==> src/rtl/imem_load_ctrl.sv <==
// Framed instruction-memory loader: collects 7-byte {address, data} frames from the pad bus
// and issues one single-cycle instruction-memory write per committed frame.
module imem_load_ctrl #(
  parameter int unsigned ADDR_WIDTH  = 10,
  parameter int unsigned DATA_WIDTH  = 40,
  parameter int unsigned SYNC_STAGES = 2
) (
  input  logic                  clk_int,
  input  logic                  reset_n,
  input  logic                  mode_memload,
  input  logic [7:0]            byte_in,
  input  logic                  byte_strobe,
  input  logic                  commit,
  output logic [ADDR_WIDTH-1:0] imem_write_adr,
  output logic [DATA_WIDTH-1:0] imem_in,
  output logic                  imem_write_en,
  output logic                  load_busy,
  output logic                  frame_error,
  output logic [2:0]            byte_count
);

  localparam int unsigned HoldW = 56;

  typedef enum logic [2:0] {StIdle, StCollect, StFull, StWrite, StError} state_e;

  logic [SYNC_STAGES-1:0]      strb_sync_q, cmt_sync_q;
  logic [SYNC_STAGES-1:0][7:0] byte_sync_q;
  logic                        strb_prev_q, cmt_prev_q;
  logic                        strb_edge, cmt_edge;
  logic [7:0]                  sync_byte;

  state_e                      state_q;
  logic [2:0]                  count_q;
  logic [HoldW-1:0]            hold_q;
  logic [ADDR_WIDTH-1:0]       adr_q;
  logic [DATA_WIDTH-1:0]       data_q;
  logic                        we_q, busy_q, err_q;
  logic [15:0]                 adr_full;
  logic                        adr_hi_nz;

  always_ff @(posedge clk_int or negedge reset_n) begin
    if (!reset_n) begin
      strb_sync_q <= '0;
      cmt_sync_q  <= '0;
      byte_sync_q <= '0;
      strb_prev_q <= 1'b0;
      cmt_prev_q  <= 1'b0;
    end else begin
      strb_sync_q <= {strb_sync_q[SYNC_STAGES-2:0], byte_strobe};
      cmt_sync_q  <= {cmt_sync_q[SYNC_STAGES-2:0], commit};
      byte_sync_q <= {byte_sync_q[SYNC_STAGES-2:0], byte_in};
      strb_prev_q <= strb_sync_q[SYNC_STAGES-1];
      cmt_prev_q  <= cmt_sync_q[SYNC_STAGES-1];
    end
  end

  always_comb begin
    strb_edge = strb_sync_q[SYNC_STAGES-1] & ~strb_prev_q;
    cmt_edge  = cmt_sync_q[SYNC_STAGES-1] & ~cmt_prev_q;
    sync_byte = byte_sync_q[SYNC_STAGES-1];
    adr_full  = hold_q[HoldW-1 -: 16];
    // Any address bit above ADDR_WIDTH makes the frame unwritable.
    adr_hi_nz = (adr_full >> ADDR_WIDTH) != 16'd0;
  end

  always_ff @(posedge clk_int or negedge reset_n) begin
    if (!reset_n) begin
      state_q <= StIdle;
      count_q <= '0;
      hold_q  <= '0;
      adr_q   <= '0;
      data_q  <= '0;
      we_q    <= 1'b0;
      busy_q  <= 1'b0;
      err_q   <= 1'b0;
    end else begin
      we_q <= 1'b0;
      if (!mode_memload) begin
        state_q <= StIdle;
        count_q <= '0;
        busy_q  <= 1'b0;
        err_q   <= 1'b0;
      end else begin
        case (state_q)
          StIdle, StCollect: begin
            if (cmt_edge) begin
              state_q <= StError;
              count_q <= '0;
              busy_q  <= 1'b0;
              err_q   <= 1'b1;
            end else if (strb_edge) begin
              hold_q  <= {hold_q[HoldW-9:0], sync_byte};
              count_q <= count_q + 3'd1;
              busy_q  <= 1'b1;
              state_q <= (count_q == 3'd6) ? StFull : StCollect;
            end
          end
          StFull: begin
            if (cmt_edge && !strb_edge && !adr_hi_nz) begin
              state_q <= StWrite;
              adr_q   <= hold_q[DATA_WIDTH +: ADDR_WIDTH];
              data_q  <= hold_q[DATA_WIDTH-1:0];
              we_q    <= 1'b1;
              count_q <= '0;
              busy_q  <= 1'b0;
            end else if (strb_edge || cmt_edge) begin
              state_q <= StError;
              count_q <= '0;
              busy_q  <= 1'b0;
              err_q   <= 1'b1;
            end
          end
          StWrite: begin
            state_q <= StIdle;
          end
          StError: begin
            count_q <= '0;
            busy_q  <= 1'b0;
            err_q   <= 1'b1;
          end
          default: begin
            state_q <= StIdle;
            count_q <= '0;
            busy_q  <= 1'b0;
          end
        endcase
      end
    end
  end

  assign imem_write_adr = adr_q;
  assign imem_in        = data_q;
  assign imem_write_en  = we_q;
  assign load_busy      = busy_q;
  assign frame_error    = err_q;
  assign byte_count     = count_q;

endmodule

==> config.mk <==
export PLATFORM = sky130hd
export DESIGN_NAME = imem_load_ctrl
export DESIGN_NICKNAME = d
export VERILOG_FILES = /design/src/rtl/imem_load_ctrl.sv
export SDC_FILE = /design/constraint.sdc
export NUM_CORES = 1
export LEC_CHECK = 0
export BUFFER_PORTS_ARGS = -buffer_cell sky130_fd_sc_hd__buf_2
export CAP_MARGIN = 0
export CORE_MARGIN = 2
export CORE_UTILIZATION = 35
export CTS_BUF_LIST = sky130_fd_sc_hd__clkbuf_2
export CTS_CLUSTER_DIAMETER = 40
export DETAILED_ROUTE_END_ITERATION = 16
export GPL_TIMING_DRIVEN = 0
export HOLD_SLACK_MARGIN = 0.06
export PLACE_DENSITY_LB_ADDON = 0.05
export SLEW_MARGIN = 30
export SYNTH_ARGS = -nofsm -noshare
export SYNTH_HDL_FRONTEND = slang
export SYNTH_SLANG_ARGS = --single-unit
==> constraint.sdc <==
create_clock -name clk_int -period 3.7 [get_ports clk_int]
set_input_delay 0.74 -clock clk_int [delete_from_list [all_inputs] [get_ports clk_int]]
set_output_delay 0.74 -clock clk_int [all_outputs]
set_load 0.01 [all_outputs]
==> results of run 1 <==
## synthesized netlist by cell type (all sizes together)
cell / count / area share, %
nand3: 3 / 0.29
nor4: 1 / 0.12
a21o: 3 / 0.43
a22oi: 1 / 0.14
or3: 1 / 0.12
o21a: 1 / 0.14
or4: 1 / 0.14
dfrtp: 137 / 66
nor3b: 2 / 0.29
mux2: 106 / 27
buf: 12 / 2.0
o311a: 1 / 0.19
o2bb2ai: 1 / 0.17
o22ai: 3 / 0.36
nor2b: 3 / 0.36
nor2: 5 / 0.41
a21bo: 1 / 0.19
a21oi: 1 / 0.096
nand2b: 3 / 0.65
ha: 2 / 0.48
inv: 1 / 0.072
nand4: 1 / 0.12
o21ai: 2 / 0.19
## cell families after synthesis
family / synth area share (%)
buf+inv: 2.073
compound gates: 1.928
flops: 66.04
simple gates: 2.507
mux: 26.97
fa+ha+maj: 0.4820
## final cells by class
| class | count | area (µm²) | share of cell area [%] |
|---|---|---|---|
| buffer | 12 | 103.9 | 1.718 |
| clock buffer | 24 | 120.1 | 1.987 |
| clock inverter | 6 | 75.07 | 1.242 |
| inverter | 1 | 3.754 | 0.06210 |
| multi-input combinational | 142 | 1655 | 27.39 |
| sequential | 137 | 3428 | 56.72 |
| tap | 184 | 230.2 | 3.809 |
| timing repair buffer | 74 | 427.9 | 7.079 |
## stage by stage
step | instances | instance area (µm²) | worst slack, ns | hold WS, ns
2_1_floorplan | 292 | 5191 | 1.727 | 0.3312
3_5_place_dp | 545 | 5799 | 1.484 | 0.3347
3_3_place_gp | 544 | 5762 | -0.05469 | 0.3323
5_1_grt | 580 | 6045 | 1.383 | 0.06280
4_1_cts | 576 | 6005 | 1.486 | 0.08718
6_report | 580 | 6045 | 1.546 | 0.1753
## worst max-delay path by stage
stage / startpoint / cells past startpoint / slack, ns / endpoint
6_report: hold_q[51]$_DFFE_PN0P_ / 5 / 1.55 / imem_in[9]$_DFFE_PN0P_
3_3_place_gp: reset_n / 1 / -0.05 / byte_sync_q[6]$_DFF_PN0_
2_1_floorplan: mode_memload / 5 / 1.73 / hold_q[10]$_DFFE_PN0P_
5_1_grt: hold_q[51]$_DFFE_PN0P_ / 5 / 1.38 / imem_in[1]$_DFFE_PN0P_
4_1_cts: hold_q[51]$_DFFE_PN0P_ / 5 / 1.49 / imem_in[1]$_DFFE_PN0P_
3_5_place_dp: mode_memload / 6 / 1.48 / hold_q[20]$_DFFE_PN0P_
## routing by layer
metal | vias to the layer above | track usage, % | routed length (µm) | part of all wire (%)
li1 | 1227 | - | - | -
met1 | 1336 | 16.67 | 4281 | 48
met2 | 57 | 17.90 | 4098 | 46
met3 | 5 | 5.013 | 488 | 5.4
met4 | 0 | 4.460 | 91 | 1.0
met5 | - | 0 | 0 | 0
## sequential cells by signal (all words and copies together) (netlist names)
signal / cells
load_busy: 1
imem_in: 40
byte_count: 3
imem_write_adr: 10
hold_q: 56
byte_sync_q: 8
state_q: 3
strb_sync_q: 2
frame_error: 1
cmt_prev_q: 1
cmt_sync_q: 2
strb_prev_q: 1
sync_byte: 8
imem_write_en: 1
## cells in the final DEF, fill, tap and decap left out, types with 2 or more instances in the layout
cell type,netlist,final
a21o_1,3,3
buf_2,5,72
buf_6,7,7
bufinv_16,0,2
clkbuf_2,0,24
clkinv_1,0,4
dfrtp_1,137,137
dlygate4sd3_1,0,5
ha_1,2,2
mux2_2,51,51
mux2_4,55,55
nand2b_4,2,2
nand3_1,3,3
nor2_1,4,4
nor2b_1,3,3
nor3b_1,2,2
o21ai_0,2,2
o22ai_1,3,3
## repair_timing
action | in CTS | in global routing
hold endpoints to repair | 70 | 4
gates resized for setup | 0 | 0
hold buffers | 1 | 4
## report_power, final
part / switching [µW] / internal [µW]
registers: 190 / 1720
logic: 111 / 317
clock network: 481 / 314
## worst reg2reg max path, cell delays in order, from the launching register on
cell	delay [ns]
dfrtp_1	0.41
nor4_1	0.49
nand3_1	0.18
nor2_2	0.26
buf_2	0.34
mux2_2	0.37
==> impl_metrics.toml, run 1 <==
[outcome]
outcome = "finished clean"

[setup_path]
reg2reg_to = "imem_in[9]$_DFFE_PN0P_"
r2r_cells = 5
worstSetupEndpointType = "flip-flop"
critPathMaxStageDelay_ns = 0.49
worst-endpoint-arrival_ns = 2.70
cp_cell_sequence = "nor4_1, nand3_1, nor2_2, buf_2, mux2_2"
crit_type = "flip-flop to flip-flop"
ff2ff_setup_slack_ns = 1.55
cp_top_family = "simple AND/OR/NAND/NOR gates"
worstPathRequired_ns = 4.25
slowest_stage = "nor4_1"
cp-start-kind = "flip-flop"
path_buf_inv = 1
timing.critical_path.fanout_max = 10
r2r_start = "hold_q[51]$_DFFE_PN0P_"

[global_route]
grt-ovfl-total = 0
grt_max_degree = 72
antenna_found_initial = 0
grt_first_pass_wirelength_um = 14940
grt_use_total_pct = 12.31
grt_pass1_vias = 2752

[cts]
cts_tree = "done"
ctsLongestPathBuffers = 2
path_clk_slew_ns = 0.17
cts_root_buf = "clkbuf_2"
clock_sinks = 137
h-tree-depth = 4
cts_setup_buffers = 0
clock_latency_ns = 0.66
cts_buffers = 17

[detailed_routing]
wirelength_um = 8960
vias = 2625
dr.first_iter.drc_count = 133
drc = 0
drtAntennaViolNets = 0
drt-pass1-iter-count = 4
routed_via_density = 4.526
wl_per_cell_um = 15.45

[floorplan]
die_x_um = 125.8
dieArea_um2 = 15820
num_rows = 44
floorplan.initialDensity_pct = 35.72
die_h_um = 125.8
core_um2 = 14530
io_pins = 69

[sta]
hold_violations = 0
max_freq_mhz = 464.3
layout_min_cycle_time_ns = 2.154
period_share_pct = 58.21
setup-violations-final = 0
fin_worst_skew_ns = 0.03029
slew_headroom_pct = 61.90
setup_tns_ns = 0
final_max_slew_viol_count = 0
worstMarginPinSlew_ns = 0.5715
grt_setup_unrepaired = "false"

[logic_synthesis]
yosysSeqAreaShare_pct = 66.04
synthCells = 292
synth-seq-cells = 137
synth_area_um2 = 5191
syn_avg_cell_area_um2 = 17.78
netlist-cell-type-count = 27
yosysWarnings = 0
syn_nets = 307

[placement]
numPortBuffers = 68
hpwl_um = 6076
gp_congestion = 0.7266

[pwr]
p_leak_uw = 0.003305
powerDensity_nw_per_um2 = 518.5
finalPower_uw = 3134
max-vdd-ir-drop_v = 0.0002420

[finish]
drive_above_1_share_pct = 54.80
fin_nets = 400
fill_cells = 1368
postLayoutCoreUtil_pct = 41.59
insertedDiodeCount = 0
area_growth_pct = 16.44

[flow_run]
cap_violations = 0

[hold_path]
hp-class = "input pin to flip-flop"
min_to = "byte_sync_q[3]$_DFF_PN0_"
hold_depth = 1
hold_start = "byte_in[3]"
Power figures use the tool's default switching activity.
==> inputs of run 2 (changes only) <==
ABC_AREA = 1   (was not set)
clock period = 1.8 ns   (was 3.7 ns; I/O delays follow)
==> run 2 against run 1 <==
Die area is 1.5% lower. Cell count grew 38%. Count of clock-buffer cells in the layout decreased by 3. Wire length is 24% higher. Critical path depth fell by 4. Worst setup slack worse by 1.4 ns. Largest power group unchanged.
==> impl_metrics.toml, run 2 <==
[logic_synthesis]
synth.top_cell.area_share_pct = 67.07
yosysMostFrequentCell = "dfrtp_1"
synth_area_leaders = "dfrtp_1, nand2_1, o21ai_0"
synthMuxAreaShare_pct = 0
synth_compound_area_share_pct = 11.33
netlist-cell-type-count = 24
yosysTopAreaCell = "dfrtp_1"
ys.flop_type = "dfrtp_1"
yosysWarnings = 0
synth_area_um2 = 5111
async_flop_share_pct = 100.0
synthCells = 503
syn_avg_cell_area_um2 = 10.16
yosys.area_share.simple_pct = 13.49
synth-xor-area-share_pct = 0.1714
yosysSeqAreaShare_pct = 67.07
ys_top_cells_by_count = "dfrtp_1, nand2_1, o21ai_0, inv_1, nor2_1"
syn_nets = 518
synth-seq-cells = 137
synthAdderAreaFrac_pct = 0.4896
synth_top_family_by_area = "simple AND/OR/NAND/NOR gates"
synth_edf_count = 0

[finish]
largest_register_ffs = 56
final_cell_mix = "dfrtp_1, nand2_1, o21ai_0"
area_growth_pct = 18.82
multi_input_area_um2 = 1303
final_common_cell = "dfrtp_1"
largest_register = "hold_q"
fin_area_um2 = 6073
insertedDiodeCount = 0
ff_latch_area_um2 = 3430
drive_above_1_share_pct = 20.98
fin_nets = 617
fill_cells = 1450

[flow_run]
cap_violations = 0

[sta]
grt_setup_unrepaired = "false"
worstMarginPinSlew_ns = 0.4946
setup_tns_ns = 0
timing.final.ws_setup_ns = 0.1492
final_max_slew_viol_count = 0
max_freq_mhz = 605.7
period_share_pct = 91.71
setup-violations-final = 0
hold_violations = 0
layout_min_cycle_time_ns = 1.651
fin_worst_skew_ns = 0.02409
hold_ws_ns = 0.1575
slew_headroom_pct = 67.02

[pwr]
p_leak_uw = 0.003138
powerDensity_nw_per_um2 = 1035
max-vdd-ir-drop_v = 0.0004057

[floorplan]
die_h_um = 124.8
floorplan.initialDensity_pct = 35.44
dieArea_um2 = 15590
die_x_um = 124.8
io_pins = 69
core_um2 = 14420
num_rows = 44

[placement]
placed_cell_area_um2 = 5714
gp_congestion = 0.7825
dp_slack_ns = 0.1652
hpwl_um = 7458
numPortBuffers = 67

[global_route]
grt-ovfl-total = 0
antenna_found_initial = 0
grt_first_pass_wirelength_um = 19060
grt_max_degree = 88
grt_pass1_vias = 3669
grt_use_total_pct = 15.58

[outcome]
outcome = "finished clean"

[setup_path]
path_buf_inv = 1
worst-endpoint-arrival_ns = 1.29
ff2ff_setup_slack_ns = 0.20
slowest_stage = "dfrtp_2"
r2r_start = "hold_q[53]$_DFFE_PN0P_"
reg2reg_to = "imem_in[31]$_DFFE_PN0P_"
crit_type = "flip-flop to output port"
timing.critical_path.fanout_max = 5
cp_cell_sequence = "buf_2"
critPathMaxStageDelay_ns = 0.48
cp-start-kind = "flip-flop"
r2r_cells = 7
worstSetupEndpointType = "output port"
worstPathRequired_ns = 1.44
cp_top_family = "flip-flops"

[detailed_routing]
drtAntennaViolNets = 0
drt-pass1-iter-count = 4
wl_per_cell_um = 13.88
wirelength_um = 11090
vias = 3560
drc = 0
routed_via_density = 4.456
dr.first_iter.drc_count = 183

[cts]
cts_tree = "done"
ctsLongestPathBuffers = 2
path_clk_slew_ns = 0.18
clock_sinks = 137
cts_root_buf = "clkbuf_2"
cts_buffers = 17
clock_latency_ns = 0.68
h-tree-depth = 4

[hold_path]
hp-class = "input pin to asynchronous set/reset pin"
run 2: how the worst max path moves through the flow:
stage | from | endpoint | slack (ns) | depth (start not counted)
final | byte_count[2]$_DFFE_PN0P_ | byte_count[2] | 0.15 | 1
after CTS | byte_count[2]$_DFFE_PN0P_ | byte_count[2] | 0.03 | 1
after detailed placement | hold_q[53]$_DFFE_PN0P_ | imem_in[15]$_DFFE_PN0P_ | 0.17 | 7
after global routing | cmt_prev_q$_DFF_PN0_ | imem_in[31]$_DFFE_PN0P_ | 0.001 | 7
after floorplan | mode_memload | hold_q[55]$_DFFE_PN0P_ | 0.47 | 8
after global placement | reset_n | imem_in[19]$_DFFE_PN0P_ | -1.59 | 1
run 2: metrics by stage:
| stage | utilization [%] | power, µW | instances |
|---|---|---|---|
| 6_report | 42.11 | 6286 | 799 |
| 3_3_place_gp | 39.36 | 4480 | 754 |
| 2_1_floorplan | - | 4180 | 503 |
| 4_1_cts | 42.07 | 6403 | 799 |
| 5_1_grt | 42.11 | 6729 | 799 |
| 3_5_place_dp | 39.62 | 4503 | 755 |
run 2: cells by family (layout without fill, tap and decap cells):
group / after synthesis / after routing
buf+inv: 86 / 198
compound gates: 109 / 109
xor+xnor: 1 / 1
fa+ha+maj: 2 / 2
flops: 137 / 137
simple gates: 168 / 168
run 2: area by class of cell:
cell class | instances | area share, %
buffer | 23 | 2.431
clock buffer | 21 | 1.731
clock inverter | 11 | 2.122
inverter | 63 | 3.894
multi-input combinational | 280 | 21.45
sequential | 137 | 56.47
tap | 184 | 3.791
timing repair buffer | 80 | 8.117
run 2: timing repair:
| item | CTS | global route |
|---|---|---|
| resized for setup | 0 | 7 |
| hold buffers | 12 | 0 |
| buffers inserted | 0 | 0 |
| hold endpoints to repair | 154 | 0 |
| setup endpoints to repair | 0 | 4 |
run 2: power breakdown:
part	switching, µW	total [µW]	internal, µW
Sequential	188	3640	3450
Combinational	518	796	278
Clock	1080	1850	774
Total	1780	6290	4500
run 2: layer usage:
| metal | vias to the layer above | wire length [µm] | GRT usage (%) |
|---|---|---|---|
| li1 | 1777 | - | - |
| met1 | 1706 | 5477 | 22.05 |
| met2 | 68 | 5081 | 22.85 |
| met3 | 9 | 403 | 4.296 |
| met4 | 0 | 128 | 6.078 |
| met5 | - | 0 | 0 |
